===== config.mk =====
export PLATFORM = sky130hd
export DESIGN_NAME = hub75_scan_flat
export DESIGN_NICKNAME = d
export VERILOG_FILES = /design/src/rtl/hub75_scan_if.sv /design/src/rtl/hub75_scan.sv /design/src/flat_wrapper.sv
export SDC_FILE = /design/constraint.sdc
export NUM_CORES = 1
export LEC_CHECK = 0
export CORE_ASPECT_RATIO = 0.8
export CORE_MARGIN = 3
export CORE_UTILIZATION = 58
export CTS_CLUSTER_DIAMETER = 120
export DETAILED_ROUTE_END_ITERATION = 10
export PLACE_DENSITY = 0.87
export SLEW_MARGIN = 25
export SYNTH_ARGS = -nofsm -noshare
export SYNTH_HDL_FRONTEND = slang
export SYNTH_SLANG_ARGS = --single-unit

===== constraint.sdc =====
create_clock -name clk -period 8.3 [get_ports clk]
set_input_delay 1.245 -clock clk [delete_from_list [all_inputs] [get_ports clk]]
set_output_delay 1.245 -clock clk [all_outputs]
set_load 0.01 [all_outputs]

===== src/rtl/hub75_scan_if.sv =====
// rtl/hub75_scan_if.sv - frame buffer read port between hub75_framebuf and hub75_scan
interface hub75_scan_if #(
   parameter int ADDR_W_P = 12,
   parameter int DATA_W_P = 24
);
   logic [ADDR_W_P-1:0] rd_addr;
   logic [DATA_W_P-1:0] rd_data;

   // scanner drives the address and receives data one clk later
   modport master (output rd_addr, input rd_data);
   // frame buffer answers the address with registered read data
   modport slave (input rd_addr, output rd_data);
endinterface


===== src/rtl/hub75_scan.sv =====
// rtl/hub75_scan.sv - HUB75 row-pair scanner with BCM planes; optional global dimming via HUB75_BRIGHTNESS_EN
module hub75_scan #(
   parameter int HPIXEL_P   = 64,
   parameter int VPIXEL_P   = 64,
   parameter int BPP_P      = 8,
   parameter int BASE_CYC_P = 4,
   parameter int ADDR_W_P   = $clog2(HPIXEL_P*VPIXEL_P),
   localparam int ROW_W_P   = (VPIXEL_P > 2) ? $clog2(VPIXEL_P/2) : 1
) (
   input  logic               clk,
   input  logic               rst,
   input  logic               i_en,
`ifdef HUB75_BRIGHTNESS_EN
   input  logic [7:0]         i_brightness,
`endif
   hub75_scan_if.master       fb_if,
   output logic [2:0]         o_hub_rgb1,
   output logic [2:0]         o_hub_rgb2,
   output logic               o_hub_clk,
   output logic               o_hub_lat,
   output logic               o_hub_oe_n,
   output logic [ROW_W_P-1:0] o_hub_addr,
   output logic               o_frame_done
);
   localparam int COL_W = (HPIXEL_P > 1) ? $clog2(HPIXEL_P) : 1;
   localparam int PL_W  = (BPP_P > 1) ? $clog2(BPP_P) : 1;
   localparam int CNT_W = $clog2((BASE_CYC_P << (BPP_P - 1)) + 1);
   localparam int HALF  = VPIXEL_P / 2;

   typedef enum logic [2:0] {
      ST_IDLE,
      ST_SHIFT,
      ST_BLANK,
      ST_LATCH,
      ST_DISPLAY
   } state_t;

   state_t               r_state;
   state_t               w_next;
   logic [COL_W-1:0]     r_col;
   logic [1:0]           r_ph;
   logic [ROW_W_P-1:0]   r_row;
   logic [PL_W-1:0]      r_plane;
   logic [CNT_W-1:0]     r_cnt;
   logic [3*BPP_P-1:0]   r_upper;
   logic [2:0]           r_rgb1;
   logic [2:0]           r_rgb2;
   logic [ROW_W_P-1:0]   r_hub_addr;
   logic                 r_frame_done;

   logic                 w_last_col;
   logic                 w_last_row;
   logic                 w_last_plane;
   logic [CNT_W-1:0]     w_slot_len;
   logic                 w_slot_end;
   logic                 w_frame_end;
   logic                 w_on;
   logic [2:0]           w_rgb1;
   logic [2:0]           w_rgb2;
   logic                 w_rgb_phase;
   logic [ADDR_W_P-1:0]  w_addr_up;
   logic [ADDR_W_P-1:0]  w_addr_lo;
   logic [ADDR_W_P-1:0]  w_rd_addr;

   // pick bit 'pl' of each colour channel of a {R,G,B} word
   function automatic logic [2:0] plane_bits(input logic [3*BPP_P-1:0] word,
                                             input logic [PL_W-1:0] pl);
      logic [BPP_P-1:0] ch_r;
      logic [BPP_P-1:0] ch_g;
      logic [BPP_P-1:0] ch_b;
      {ch_r, ch_g, ch_b} = word;
      return {ch_r[pl], ch_g[pl], ch_b[pl]};
   endfunction

   assign w_last_col   = (r_col == COL_W'(HPIXEL_P - 1));
   assign w_last_row   = (r_row == ROW_W_P'(HALF - 1));
   assign w_last_plane = (r_plane == PL_W'(BPP_P - 1));
   assign w_slot_len   = CNT_W'(BASE_CYC_P) << r_plane;
   assign w_slot_end   = (r_cnt == w_slot_len - CNT_W'(1));
   assign w_frame_end  = (r_state == ST_DISPLAY) && w_slot_end && w_last_plane && w_last_row;

   assign w_addr_up = ADDR_W_P'(r_row) * ADDR_W_P'(HPIXEL_P) + ADDR_W_P'(r_col);
   assign w_addr_lo = (ADDR_W_P'(r_row) + ADDR_W_P'(HALF)) * ADDR_W_P'(HPIXEL_P) + ADDR_W_P'(r_col);

   // t2 shows the fresh bits straight away so they are settled before the t3 rising edge
   assign w_rgb_phase = (r_state == ST_SHIFT) && (r_ph == 2'd2);
   assign w_rgb1      = plane_bits(r_upper, r_plane);
   assign w_rgb2      = plane_bits(fb_if.rd_data, r_plane);

`ifdef HUB75_BRIGHTNESS_EN
   logic [7:0]       r_bri;
   logic [CNT_W+7:0] w_prod;

   // OE is held only for the leading bri/256 share of each BCM slot
   assign w_prod = {8'd0, w_slot_len} * {{CNT_W{1'b0}}, r_bri};
   assign w_on   = ({8'd0, r_cnt} < (w_prod >> 8));

   // brightness is frozen for a whole frame so planes stay proportional
   always_ff @(posedge clk) begin
      if (rst) begin
         r_bri <= 8'd0;
      end else if ((r_state == ST_IDLE && i_en) || (w_frame_end && i_en)) begin
         r_bri <= i_brightness;
      end
   end
`else
   assign w_on = 1'b1;
`endif

   // state register, counters and captured pixel data
   always_ff @(posedge clk) begin
      if (rst) begin
         r_state      <= ST_IDLE;
         r_col        <= '0;
         r_ph         <= 2'd0;
         r_row        <= '0;
         r_plane      <= '0;
         r_cnt        <= '0;
         r_upper      <= '0;
         r_rgb1       <= 3'd0;
         r_rgb2       <= 3'd0;
         r_hub_addr   <= '0;
         r_frame_done <= 1'b0;
      end else begin
         r_state      <= w_next;
         r_frame_done <= w_frame_end;
         case (r_state)
            ST_IDLE: begin
               r_col <= '0;
               r_ph  <= 2'd0;
               r_cnt <= '0;
            end
            ST_SHIFT: begin
               r_ph <= r_ph + 2'd1;
               if (r_ph == 2'd1) begin
                  r_upper <= fb_if.rd_data;
               end
               if (r_ph == 2'd2) begin
                  r_rgb1 <= w_rgb1;
                  r_rgb2 <= w_rgb2;
               end
               if (r_ph == 2'd3) begin
                  r_col <= w_last_col ? '0 : r_col + COL_W'(1);
               end
            end
            ST_BLANK: begin
               r_hub_addr <= r_row;
            end
            ST_LATCH: begin
               r_cnt <= '0;
            end
            ST_DISPLAY: begin
               if (w_slot_end) begin
                  r_cnt <= '0;
                  if (w_last_plane) begin
                     r_plane <= '0;
                     r_row   <= w_last_row ? '0 : r_row + ROW_W_P'(1);
                  end else begin
                     r_plane <= r_plane + PL_W'(1);
                  end
               end else begin
                  r_cnt <= r_cnt + CNT_W'(1);
               end
            end
            default: begin
               r_cnt <= '0;
            end
         endcase
      end
   end

   // next state and panel strobes decoded from the current state
   always_comb begin
      w_next     = r_state;
      w_rd_addr  = '0;
      o_hub_clk  = 1'b0;
      o_hub_lat  = 1'b0;
      o_hub_oe_n = 1'b1;
      case (r_state)
         ST_IDLE: begin
            if (i_en) begin
               w_next = ST_SHIFT;
            end
         end
         ST_SHIFT: begin
            w_rd_addr = (r_ph == 2'd1) ? w_addr_lo : w_addr_up;
            o_hub_clk = (r_ph == 2'd3);
            if (r_ph == 2'd3 && w_last_col) begin
               w_next = ST_BLANK;
            end
         end
         ST_BLANK: begin
            w_next = ST_LATCH;
         end
         ST_LATCH: begin
            o_hub_lat = 1'b1;
            w_next    = ST_DISPLAY;
         end
         ST_DISPLAY: begin
            o_hub_oe_n = ~w_on;
            if (w_slot_end) begin
               w_next = (w_last_plane && w_last_row && !i_en) ? ST_IDLE : ST_SHIFT;
            end
         end
         default: begin
            w_next = ST_IDLE;
         end
      endcase
   end

   assign fb_if.rd_addr = w_rd_addr;
   assign o_hub_rgb1    = w_rgb_phase ? w_rgb1 : r_rgb1;
   assign o_hub_rgb2    = w_rgb_phase ? w_rgb2 : r_rgb2;
   assign o_hub_addr    = r_hub_addr;
   assign o_frame_done  = r_frame_done;
endmodule


===== src/flat_wrapper.sv =====
// flat-port wrapper written by rule: the top's interface ports become plain ports
module hub75_scan_flat 
#(
   parameter int HPIXEL_P   = 64,
   parameter int VPIXEL_P   = 64,
   parameter int BPP_P      = 8,
   parameter int BASE_CYC_P = 4,
   parameter int ADDR_W_P   = $clog2(HPIXEL_P*VPIXEL_P),
   localparam int ROW_W_P   = (VPIXEL_P > 2) ? $clog2(VPIXEL_P/2) : 1
)
  (clk, rst, i_en, o_hub_rgb1, o_hub_rgb2, o_hub_clk, o_hub_lat, o_hub_oe_n, o_hub_addr, o_frame_done, fb_if_rd_addr, fb_if_rd_data);
  hub75_scan_if #(.ADDR_W_P(ADDR_W_P), .DATA_W_P((3*(8)))) fb_if_i ();
  input  logic clk;
  input  logic rst;
  input  logic i_en;
  output logic [2:0] o_hub_rgb1;
  output logic [2:0] o_hub_rgb2;
  output logic o_hub_clk;
  output logic o_hub_lat;
  output logic o_hub_oe_n;
  output logic [ROW_W_P-1:0] o_hub_addr;
  output logic o_frame_done;
  output wire logic [$bits(fb_if_i.rd_addr)-1:0] fb_if_rd_addr;
  input wire logic [$bits(fb_if_i.rd_data)-1:0] fb_if_rd_data;
  assign fb_if_rd_addr = fb_if_i.rd_addr;
  assign fb_if_i.rd_data = fb_if_rd_data;
  hub75_scan #(.HPIXEL_P(HPIXEL_P), .VPIXEL_P(VPIXEL_P), .BPP_P(BPP_P), .BASE_CYC_P(BASE_CYC_P), .ADDR_W_P(ADDR_W_P)) u_core (.clk(clk), .rst(rst), .i_en(i_en), .fb_if(fb_if_i), .o_hub_rgb1(o_hub_rgb1), .o_hub_rgb2(o_hub_rgb2), .o_hub_clk(o_hub_clk), .o_hub_lat(o_hub_lat), .o_hub_oe_n(o_hub_oe_n), .o_hub_addr(o_hub_addr), .o_frame_done(o_frame_done));
endmodule

Word-level counts from Yosys, hierarchy flattened
Index checks and enable logic that the tools add are counted.

$add $sub $neg: 9. $lt $le $gt $ge: 1. Equality and inequality tests: 15. Shifts and indexed selects: 1. Mux-type cells: 32. Reduce and logical (&&, ||, !) cells: 17.

Operators with widths (number): two-way mux 12 bit (2); case mux 10 bit (2 select lines) (1); binary-select mux 1 bit (select 3 bit) (6); two-way mux 3 bit (6); case mux 3 bit (5 select lines) (1); adder 11 x 6 -> 12 bit (1); adder 12 x 6 -> 12 bit (1); two-way mux 6 bit (2); case mux 6 bit (2 select lines) (1); adder 10 x 1 -> 10 bit, second input constant (1); equality test 10 bit (1); two-way mux 1 bit (10); two-way mux 10 bit (1); << shifter 3 x 3 -> 10 bit, first input constant (1); subtractor 10 x 1 -> 10 bit, second input constant (1); AND reduction 2 bit (4); logical AND 1 bit (7); adder 5 x 6 -> 6 bit, second input constant (1); adder 6 x 1 -> 6 bit, second input constant (1); equality test 3 x 2 -> 1 bit, second input constant (2); equality test 3 bit, second input constant (2); equality test 6 bit, second input constant (1); inequality test 2 bit, second input constant (3); AND reduction 3 bit (2); other kinds (15) (16).

Register bits after elaboration: 65. Bits of input ports: 27. Output and inout port bits: 27. Logic and storage cells: 86.

Longest topological paths before layout
Gate-level depths: netlist of run 1.

Depth after elaboration: 6. Depth in mapped cells: 13. Gate-level depth less buffers: 10.

Worst setup path after synthesis of run 1
No wires, ideal clock.

Kind: input-to-output. Start point: input port fb_if_rd_data[3]. End point: output port o_hub_rgb2[0]. Data arrival time: 1.886 ns. Data required time: 7.055 ns. Setup slack: 5.169 ns. Cell stages on the path: 3. Path buffers: 0. Cells stage by stage: mux4_2 > nand2_1 > a31oi_1.

Word-level cells in the longest chain between the ends: 3.

Ends and longest elaborated chain: from (decl) (RTL line flat_wrapper.sv:24) `input wire logic [$bits(fb_if_i.rd_data)-1:0] fb_if_rd_data;`; binary-select mux 1 bit (select 3 bit) (RTL line hub75_scan.sv:72) `return {ch_r[pl], ch_g[pl], ch_b[pl]};`; two-way mux 1 bit (not written as such) (RTL line hub75_scan.sv:72); two-way mux 3 bit (RTL line hub75_scan.sv:213) `assign o_hub_rgb2 = w_rgb_phase ? w_rgb2 : r_rgb2;`; to (decl) (RTL line flat_wrapper.sv:17) `output logic [2:0] o_hub_rgb2;`.

No other way between the ends. The select of a mux whose other input is x is not followed.

Worst setup path in the final report of run 1
Start point: register u_core.r_state[2]. End point: output port fb_if_rd_addr[11].

Word-level cells in the longest chain between the ends: 2.

Ends and longest elaborated chain: from (decl) (RTL line hub75_scan.sv:38) `state_t r_state;`; from (signal assigned) (RTL line hub75_scan.sv:125) `r_state <= w_next;`; equality test 3 x 1 -> 1 bit (RTL line hub75_scan.sv:179) `case (r_state)`; two-way mux 12 bit (RTL line hub75_scan.sv:179); to (decl) (RTL line flat_wrapper.sv:23) `output wire logic [$bits(fb_if_i.rd_addr)-1:0] fb_if_rd_addr;`.

No other way between the ends.

==> impl_metrics.env, run 1 <==
export IMPL_grt_max_degree=51
export IMPL_root_buffer="clkbuf_8"
export IMPL_cts_tree="built"
export IMPL_slowest_stage="nor2_1"
export IMPL_ys_ff_latch=65
export IMPL_cp_top_family="simple AND/OR/NAND/NOR gates"
export IMPL_fillers=428
export IMPL_relSlewSlack=0.377
export IMPL_wl_per_cell_um=14.8
export IMPL_grt_use_total=0.236
export IMPL_critPathMaxStageDelay_ps=670
export IMPL_clk_pin_slew_ps=70
export IMPL_syn_area_per_cell_sq_um=8.61
export IMPL_crit_type="reg2out"
export IMPL_drv_slew=0
export IMPL_rrSetupSlack_ps=4740
export IMPL_dr_pass1_iters=4
export IMPL_totalWireLength_um=7930
export IMPL_clk_path_buf_depth=2
export IMPL_insertion_delay_ps=340
export IMPL_drt_iter0_markers=127
export IMPL_htreeDepth=3
export IMPL_reg2reg_from="u_core.r_plane[0]"
export IMPL_postCtsHoldBufs=0
export IMPL_synthArstFlopShare=0
export IMPL_dieWidth_um=93.1
export IMPL_grt_pass1_vias=2843
export IMPL_min_path_type="reg2reg"
export IMPL_fin_crit_sh=0.553
export IMPL_crit_start="u_core.r_state[2]"
export IMPL_cp_arrival_ps=3340
export IMPL_clock_sinks=65
export IMPL_final_setup_skew_ps=10.1
export IMPL_ys_warn_count=0
export IMPL_synthCells=409
export IMPL_overflow=0
export IMPL_period_needed_ps=4590
export IMPL_crit_chain="nor2_1, and2_1, nand2_1, inv_2, clkdlybuf4s50_1"
export IMPL_core_area_sq_um=5650
export IMPL_layout_drive_gt1_share=0.0959
export IMPL_cts_setup_buffers=0
export IMPL_tightestPinTransition_ps=934
export IMPL_ys_flop_type="dfxtp_1"
export IMPL_netlist_area_sq_um=3520
export IMPL_cts_inserted_buffers=9
export IMPL_min_from="u_core.r_upper[4]"
export IMPL_ctsResizeCount=0
export IMPL_crit_buf_inv=2
export IMPL_viasPerCell=5.73
export IMPL_maxCapViolations=0
export IMPL_fin_nets=495
export IMPL_status="finished clean"
export IMPL_die_area_sq_um=7050
export IMPL_end_kind="primary output"
export IMPL_finalSetupViolCount=0
export IMPL_antenna_left=0
export IMPL_p_leak_nw=1.56
export IMPL_portBuffers=53
export IMPL_die_h_um=75.7
export IMPL_num_vias=3075
export IMPL_hold_viol=0
export IMPL_synthToLayoutAreaGrowth_pct=20.7
export IMPL_ios=54
export IMPL_grt_pass1_wl_um=13000
export IMPL_place_gp_congestion=0.856
export IMPL_initial_core_util=0.624
export IMPL_syn_num_nets=450
export IMPL_antenna_cells=0
export IMPL_synth_edf_count=0
export IMPL_rsz0062_at_grt="no"
export IMPL_powerDensity_nw_per_um2=169
export IMPL_start_kind="flop"
export IMPL_ir_worst_vdd_uv=85.4
export IMPL_cp_max_fo=25
export IMPL_route_detailed_drc=0
export IMPL_ys_seq_area_frac=0.369
export IMPL_synth_distinct_cells=55
export IMPL_clock_fmax_mhz=218
export IMPL_antenna_found_initial=0
export IMPL_critPathRequiredTime_ps=7050
export IMPL_timing_setup_tns_ps=0
export IMPL_dp_hpwl_um=5630
export IMPL_rows=24
export IMPL_holdWs_ps=457
==> cell usage after synthesis (2+ instances only) <==
| master | count | area (sq um) |
|---|---|---|
| nor2b_1 | 4 | 25.0 |
| mux4_2 | 12 | 270 |
| xnor2_1 | 8 | 70.1 |
| inv_1 | 9 | 33.8 |
| nor3_1 | 17 | 85.1 |
| nor4_1 | 2 | 12.5 |
| nor3b_1 | 3 | 22.5 |
| and3_1 | 19 | 119 |
| xor2_1 | 12 | 105 |
| inv_2 | 2 | 7.51 |
| dfxtp_1 | 65 | 1300 |
| nor4b_1 | 2 | 17.5 |
| o41ai_1 | 2 | 17.5 |
| and2_1 | 8 | 50.1 |
| a31oi_1 | 8 | 50.1 |
| nand2_1 | 78 | 293 |
| a21oi_2 | 2 | 17.5 |
| nor2_1 | 28 | 105 |
| nand2b_1 | 2 | 12.5 |
| or2_2 | 2 | 12.5 |
| o211ai_1 | 2 | 15.0 |
| buf_2 | 4 | 20.0 |
| nand4_1 | 6 | 37.5 |
| nand3_1 | 8 | 40.0 |
| mux2i_1 | 9 | 90.1 |
| or3_1 | 2 | 12.5 |
| o21ai_0 | 9 | 45.0 |
| mux2_1 | 2 | 22.5 |
| ha_1 | 14 | 175 |
| clkbuf_1 | 15 | 56.3 |
| a21oi_1 | 29 | 145 |
==> worst min-delay path, cell delays in order, from the launching register on <==
cell	delay [ps]
dfxtp_1	310
nand2_1	50
a21oi_1	50
==> per-stage QoR <==
stage | setup WS, ps | util | cell area, sq um | power (mW) | cells
finish | 3710 | 0.753 | 4250 | 0.720 | 537
global route | 3360 | 0.753 | 4250 | 0.758 | 537
CTS | 3780 | 0.753 | 4250 | 0.721 | 537
detailed placement | 4160 | 0.723 | 4080 | 0.487 | 521
global placement | 4190 | 0.723 | 4080 | 0.481 | 521
floorplan | 5170 | - | 3520 | 0.444 | 409
==> power breakdown <==
| part | total (mW) | internal (mW) | switching [mW] |
|---|---|---|---|
| Sequential | 0.350 | 0.327 | 0.0226 |
| Clock | 0.238 | 0.111 | 0.128 |
| Combinational | 0.133 | 0.0549 | 0.0776 |
==> area by class of cell <==
type	instances	area, sq um	area share
Clock inverter	5	41.3	0.00971
Sequential cell	65	1300	0.306
Multi-Input combinational cell	312	2100	0.493
Tap cell	78	97.6	0.0230
Clock buffer	11	131	0.0309
Timing Repair Buffer	54	538	0.127
Inverter	12	45.0	0.0106
==> cell usage in the layout, fill, tap and decap left out, types with 2 or more instances in the layout <==
cell	n
o41ai_1	2
or3_1	2
nand3_1	8
ha_1	14
a31oi_1	8
nand2b_1	2
nand4_1	6
inv_2	2
nor3_1	17
clkinvlp_4	2
mux4_2	12
clkbuf_8	9
a21oi_1	29
clkdlybuf4s50_1	53
xnor2_1	8
and2_1	8
mux2i_1	9
nor4_1	2
nor3b_1	3
a21oi_2	2
and3_1	19
o21ai_0	9
nand2_1	78
or2_2	2
clkbuf_1	2
inv_1	9
nor2_1	28
clkinv_4	2
xor2_1	12
o211ai_1	2
nor4b_1	2
nor2b_1	4
mux2_1	2
dfxtp_1	65
==> routing by layer <==
metal  track usage  wire (um)  vias up
met1         0.305       3580     1429
met4        0.0797         83        0
met5             0          0        -
li1              -          -     1530
met2         0.387       3690      108
met3        0.0661        568        8
==> flip-flops by register name, indices dropped and copies added, names as in the netlist, 2 cells and up <==
register           cells
u_core.r_upper        24
u_core.r_state         3
u_core.r_rgb2          3
u_core.r_cnt          10
u_core.r_plane         3
u_core.r_rgb1          3
u_core.o_hub_addr      5
u_core.r_col           6
u_core.r_ph            2
u_core.r_row           5
==> path summary, 6_finish.rpt <==
| path | endpoint | depth (start not counted) |
|---|---|---|
| min | u_core.r_upper[4] | 2 |
| min reg2reg | u_core.r_upper[4] | 2 |
| max reg2reg | u_core.r_cnt[4] | 10 |
| max | fb_if_rd_addr[11] | 5 |
==> cell families after synthesis <==
family | count (synthesis) | share of synthesized area
buffers and inverters | 32 | 0.0355
AO/OA/AOI/OAI | 62 | 0.107
adder cells (fa/ha/maj) | 14 | 0.0497
flip-flops | 65 | 0.369
multiplexers | 25 | 0.116
XOR/XNOR | 20 | 0.0497
AND/OR/NAND/NOR | 191 | 0.272
Note: power is estimated with default switching activity, not from simulation.
==> run 2: changes to the inputs <==
--- a/config.mk
+++ b/config.mk
@@ -7,10 +7,10 @@
 export LEC_CHECK = 0
 export CORE_ASPECT_RATIO = 0.8
 export CORE_MARGIN = 3
-export CORE_UTILIZATION = 58
+export CORE_UTILIZATION = 54
 export CTS_CLUSTER_DIAMETER = 120
 export DETAILED_ROUTE_END_ITERATION = 10
-export PLACE_DENSITY = 0.87
+export PLACE_DENSITY = 0.82
 export SLEW_MARGIN = 25
 export SYNTH_ARGS = -nofsm -noshare
 export SYNTH_HDL_FRONTEND = slang
==> constraint.sdc (replaced) <==
create_clock -name clk -period 4.3 [get_ports clk]
set_input_delay 0.645 -clock clk [delete_from_list [all_inputs] [get_ports clk]]
set_output_delay 0.645 -clock clk [all_outputs]
set_load 0.01 [all_outputs]
==> impl_metrics.env, run 2 (same netlist as run 1, synthesis figures left out) <==
export IMPL_timing_setup_tns_ps=0
export IMPL_crit_type="reg2out"
export IMPL_grt_max_degree=51
export IMPL_relSlewSlack=0.359
export IMPL_drt_iter0_markers=136
export IMPL_cts_tree="built"
export IMPL_totalWireLength_um=8260
export IMPL_clock_sinks=65
export IMPL_die_h_um=78.3
export IMPL_maxCapViolations=0
export IMPL_cts_setup_buffers=0
export IMPL_ctsResizeCount=0
export IMPL_most_common_layout_cells="nand2_1 (78), dfxtp_1 (65), clkdlybuf4s50_1 (53), a21oi_1 (29), nor2_1 (28)"
export IMPL_critPathRequiredTime_ps=3650
export IMPL_end_kind="primary output"
export IMPL_tightestPinTransition_ps=952
export IMPL_drv_slew=0
export IMPL_ir_worst_vdd_uv=189
export IMPL_final_setup_skew_ps=6.29
export IMPL_portBuffers=53
export IMPL_antenna_cells=0
export IMPL_clock_fmax_mhz=286
export IMPL_clk_path_buf_depth=2
export IMPL_dieWidth_um=96.3
export IMPL_cts_inserted_buffers=9
export IMPL_critPathMaxStageDelay_ps=640
export IMPL_status="finished clean"
export IMPL_layout_drive_gt1_share=0.106
export IMPL_rsz0062_at_grt="no"
export IMPL_regMostFlops="u_core.r_upper"
export IMPL_route_detailed_drc=0
export IMPL_die_area_sq_um=7540
export IMPL_start_kind="flop"
export IMPL_ios=54
export IMPL_synthToLayoutAreaGrowth_pct=22.3
export IMPL_stdcell_area_sq_um=4310
export IMPL_fillers=480
export IMPL_antenna_found_initial=0
export IMPL_slowest_stage="nor2_1"
export IMPL_grt_use_total=0.235
export IMPL_place_gp_congestion=0.812
export IMPL_cp_arrival_ps=2850
export IMPL_dr_pass1_iters=4
export IMPL_initial_core_util=0.578
export IMPL_viasPerCell=5.68
export IMPL_fin_nets=499
export IMPL_grt_pass1_vias=3016
export IMPL_num_vias=3088
export IMPL_htreeDepth=3
export IMPL_clk_pin_slew_ps=70
export IMPL_final_common_cell="nand2_1"
export IMPL_dpl_cell_area_sq_um=4110
export IMPL_cp_max_fo=25
export IMPL_overflow=0
export IMPL_powerDensity_nw_per_um2=338
export IMPL_postCtsHoldBufs=0
export IMPL_fin_crit_sh=0.813
export IMPL_finalSetupViolCount=0
export IMPL_hold_viol=0
export IMPL_grt_pass1_wl_um=14100
export IMPL_dp_hpwl_um=5870
export IMPL_min_path_type="reg2reg"
export IMPL_core_area_sq_um=6100
export IMPL_insertion_delay_ps=350
export IMPL_largest_reg_flops=24
export IMPL_wl_per_cell_um=15.2
export IMPL_crit_chain="nor2_1, and2_1, nand2_1, buf_4, inv_2, clkdlybuf4s50_1"
export IMPL_period_needed_ps=3500
export IMPL_antenna_left=0
export IMPL_root_buffer="clkbuf_8"
export IMPL_rows=25
export IMPL_p_leak_nw=1.60
export IMPL_top_regs="u_core.r_upper (24), u_core.r_cnt (10), u_core.r_col (6)"
[run 2: final cells by class]
cell class,instances,area [sq um],area share
multi-input combinational,312,2100,0.487
sequential,65,1300,0.302
timing repair buffer,58,568,0.132
clock buffer,11,141,0.0328
tap,81,101,0.0235
clock inverter,5,55.1,0.0128
inverter,12,45.0,0.0105
[run 2: report_power, final]
part           internal [mW]  switching (mW)  total [mW]
clock                  0.281           0.238       0.520
combinational          0.107           0.156       0.263
sequential             0.631          0.0417       0.673
total                   1.02           0.436        1.46
[run 2: final timing paths]
| kind | startpoint | endpoint | slack [ps] | depth (start not counted) |
|---|---|---|---|---|
| worst max register to register | u_core.r_plane[0] | u_core.r_cnt[9] | 1180 | 11 |
| worst max-delay path | u_core.r_state[1] | fb_if_rd_addr[11] | 800 | 6 |
| worst min register to register | u_core.r_upper[18] | u_core.r_upper[18] | 450 | 2 |
| worst min-delay path | u_core.r_upper[18] | u_core.r_upper[18] | 450 | 2 |
[run 2: per-stage QoR]
step	instances	setup WS, ps	hold slack, ps	util	total power, mW
floorplan	409	1210	433	-	0.856
global placement	528	1280	439	0.674	0.932
detailed placement	528	1160	446	0.674	0.943
CTS	544	840	457	0.706	1.46
global route	544	642	476	0.706	1.52
finish	544	803	454	0.706	1.46
[run 2: routing by layer]
metal / up-vias / track usage / wire, um
met1: 1449 / 0.312 / 3780
met5: - / 0 / 0
li1: 1527 / - / -
met4: 0 / 0.0672 / 91
met3: 13 / 0.0498 / 493
met2: 99 / 0.385 / 3900
[run 2: critical path, delay by kind of cell (launching register included)]
| family | cells | cell delay (ps) |
|---|---|---|
| buffers and inverters | 3 | 1180 |
| and+or+nand+nor | 3 | 980 |
| DFF | 1 | 350 |
==> run 3: changes to the inputs <==
--- a/config.mk
+++ b/config.mk
@@ -7,10 +7,10 @@
 export LEC_CHECK = 0
 export CORE_ASPECT_RATIO = 0.8
 export CORE_MARGIN = 3
-export CORE_UTILIZATION = 54
+export CORE_UTILIZATION = 49
 export CTS_CLUSTER_DIAMETER = 120
 export DETAILED_ROUTE_END_ITERATION = 10
-export PLACE_DENSITY = 0.82
+export PLACE_DENSITY = 0.78
 export SLEW_MARGIN = 25
 export SYNTH_ARGS = -nofsm -noshare
 export SYNTH_HDL_FRONTEND = slang
==> constraint.sdc (replaced) <==
create_clock -name clk -period 2.9 [get_ports clk]
set_input_delay 0.435 -clock clk [delete_from_list [all_inputs] [get_ports clk]]
set_output_delay 0.435 -clock clk [all_outputs]
set_load 0.01 [all_outputs]
==> impl_metrics.env, run 3 (same netlist as run 1, synthesis figures left out) <==
export IMPL_place_gp_congestion=0.818
export IMPL_fin_nets=507
export IMPL_die_h_um=81.8
export IMPL_rrSetupSlack_ps=170
export IMPL_clock_fmax_mhz=367
export IMPL_tightestPinTransition_ps=540
export IMPL_powerDensity_nw_per_um2=487
export IMPL_r2r_end="u_core.r_row[3]"
export IMPL_cts_inserted_buffers=9
export IMPL_cp_max_fo=9
export IMPL_relSlewSlack=0.638
export IMPL_grt_max_degree=50
export IMPL_top_regs="u_core.r_upper (24), u_core.r_cnt (10), u_core.r_col (6)"
export IMPL_total_power_mw=2.13
export IMPL_route_detailed_drc=0
export IMPL_drt_iter0_markers=134
export IMPL_min_path_type="reg2reg"
export IMPL_reg2reg_from="u_core.r_plane[1]"
export IMPL_critPathCapture="u_core.r_row[3]"
export IMPL_crit_start="u_core.r_plane[1]"
export IMPL_finalSetupViolCount=0
export IMPL_clk_path_buf_depth=2
export IMPL_p_comb_frac=0.207
export IMPL_die_area_sq_um=8250
export IMPL_grt_pass1_wl_um=14100
export IMPL_antenna_found_initial=0
export IMPL_core_area_sq_um=6670
export IMPL_regArea_sq_um=1300
export IMPL_maxCapViolations=0
export IMPL_clk_pin_slew_ps=80
export IMPL_grt_pass1_vias=3022
export IMPL_overflow=0
export IMPL_p_leak_nw=1.63
export IMPL_dr_pass1_iters=5
export IMPL_htreeDepth=3
export IMPL_rsz0062_at_grt="no"
export IMPL_regMostFlops="u_core.r_upper"
export IMPL_insertion_delay_ps=350
export IMPL_switching_power_mw=0.675
export IMPL_final_common_cell="nand2_1"
export IMPL_hold_viol=0
export IMPL_grt_use_total=0.213
export IMPL_wl_per_cell_um=14.8
export IMPL_most_common_layout_cells="nand2_1 (78), dfxtp_1 (65), clkdlybuf4s50_1 (53), a21oi_1 (29), nor2_1 (28)"
export IMPL_power_frac_clock=0.337
export IMPL_status="finished clean"
export IMPL_root_buffer="clkbuf_8"
export IMPL_start_kind="flop"
export IMPL_viasPerCell=5.63
export IMPL_rows=26
export IMPL_multi_input_area_sq_um=2100
export IMPL_drv_slew=0
export IMPL_portBuffers=53
export IMPL_layout_drive_gt1_share=0.125
export IMPL_final_setup_skew_ps=7.75
export IMPL_critPathRequiredTime_ps=3110
export IMPL_dieWidth_um=101
export IMPL_ff2ff_path_depth=10
export IMPL_end_kind="flop"
export IMPL_p_seq_frac=0.455
export IMPL_totalWireLength_um=8220
export IMPL_dp_hpwl_um=6020
export IMPL_p_int_mw=1.45
export IMPL_cts_tree="built"
export IMPL_fin_crit_sh=0.941
export IMPL_fillers=535
export IMPL_initial_core_util=0.528
export IMPL_clock_sinks=65
export IMPL_antenna_left=0
export IMPL_num_vias=3126
export IMPL_largest_reg_flops=24
export IMPL_synthToLayoutAreaGrowth_pct=23.9
export IMPL_switching_share=0.317
export IMPL_ios=54
export IMPL_timing_setup_tns_ps=0
export IMPL_crit_type="reg2reg"
export IMPL_period_needed_ps=2730
export IMPL_antenna_cells=0
export IMPL_ir_worst_vdd_uv=252
export IMPL_cp_arrival_ps=2940
==> run 3: changes by cell type in the layout (fill, tap and decap cells not counted), sizes merged <==
| cell | previous run | this run |
|---|---|---|
| buf | 5 | 13 |
| clkinv | 3 | 2 |
| inv | 11 | 12 |
| clkinvlp | 2 | 3 |
| bufinv | 1 | 0 |
==> run 3: what timing repair did <==
action | CTS | global route
buffers inserted | 0 | 0
resized for setup | 0 | 2
endpoints found under the setup margin | 0 | 4
hold buffers | 0 | 0
==> run 3: layout make-up <==
cell class	count	area share
repair buffers	66	0.145
multi-input cells	312	0.481
well taps	84	0.0241
clock buffers	11	0.0324
flip-flops and latches	65	0.298
inverters	12	0.0103
clock inverters	5	0.00917
==> run 3: critical path, stage by stage, from the launching register on <==
cell,delay (ps)
dfxtp_1,360
inv_1,70
ha_1,290
nand2b_1,150
ha_2,240
nand2b_4,70
o311a_1,300
or3_4,390
and2_4,190
o41ai_1,390
o21ai_0,150
==> run 3: worst min-delay path by stage <==
stage	startpoint	to	slack, ps	cells after the start
2_1_floorplan	u_core.r_upper[10]	u_core.r_upper[10]	430	2
3_3_place_gp	u_core.r_upper[14]	u_core.r_upper[14]	440	2
3_5_place_dp	u_core.r_upper[20]	u_core.r_upper[20]	450	2
4_1_cts	u_core.r_upper[1]	u_core.r_upper[1]	460	2
5_1_grt	u_core.r_upper[20]	u_core.r_upper[20]	470	2
6_report	u_core.r_upper[20]	u_core.r_upper[20]	460	2
==> run 3: power by group through the flow <==
stage / clock (mW) / combinational, mW / sequential, mW
finish: 0.718 / 0.441 / 0.969
global route: 0.767 / 0.496 / 0.976
CTS: 0.730 / 0.441 / 0.968
detailed placement: 0 / 0.438 / 0.989
global placement: 0 / 0.423 / 0.986
floorplan: 0 / 0.285 / 0.984
==> run 3: layer usage <==
layer	GRT usage	up-vias	routed length, um
met5	0	-	0
met4	0.0525	0	40
met3	0.0475	4	504
met2	0.353	91	3770
met1	0.282	1482	3900
li1	-	1549	-
==> run 3: through the flow <==
step	utilization	worst slack (ps)	area, sq um	hold WS, ps	std cells
final	0.655	172	4370	459	555
after global routing	0.655	21.4	4370	475	555
after CTS	0.654	90.7	4360	459	555
after detailed placement	0.627	226	4180	448	539
after global placement	0.627	300	4180	442	539
after floorplan	-	37.6	3540	433	409
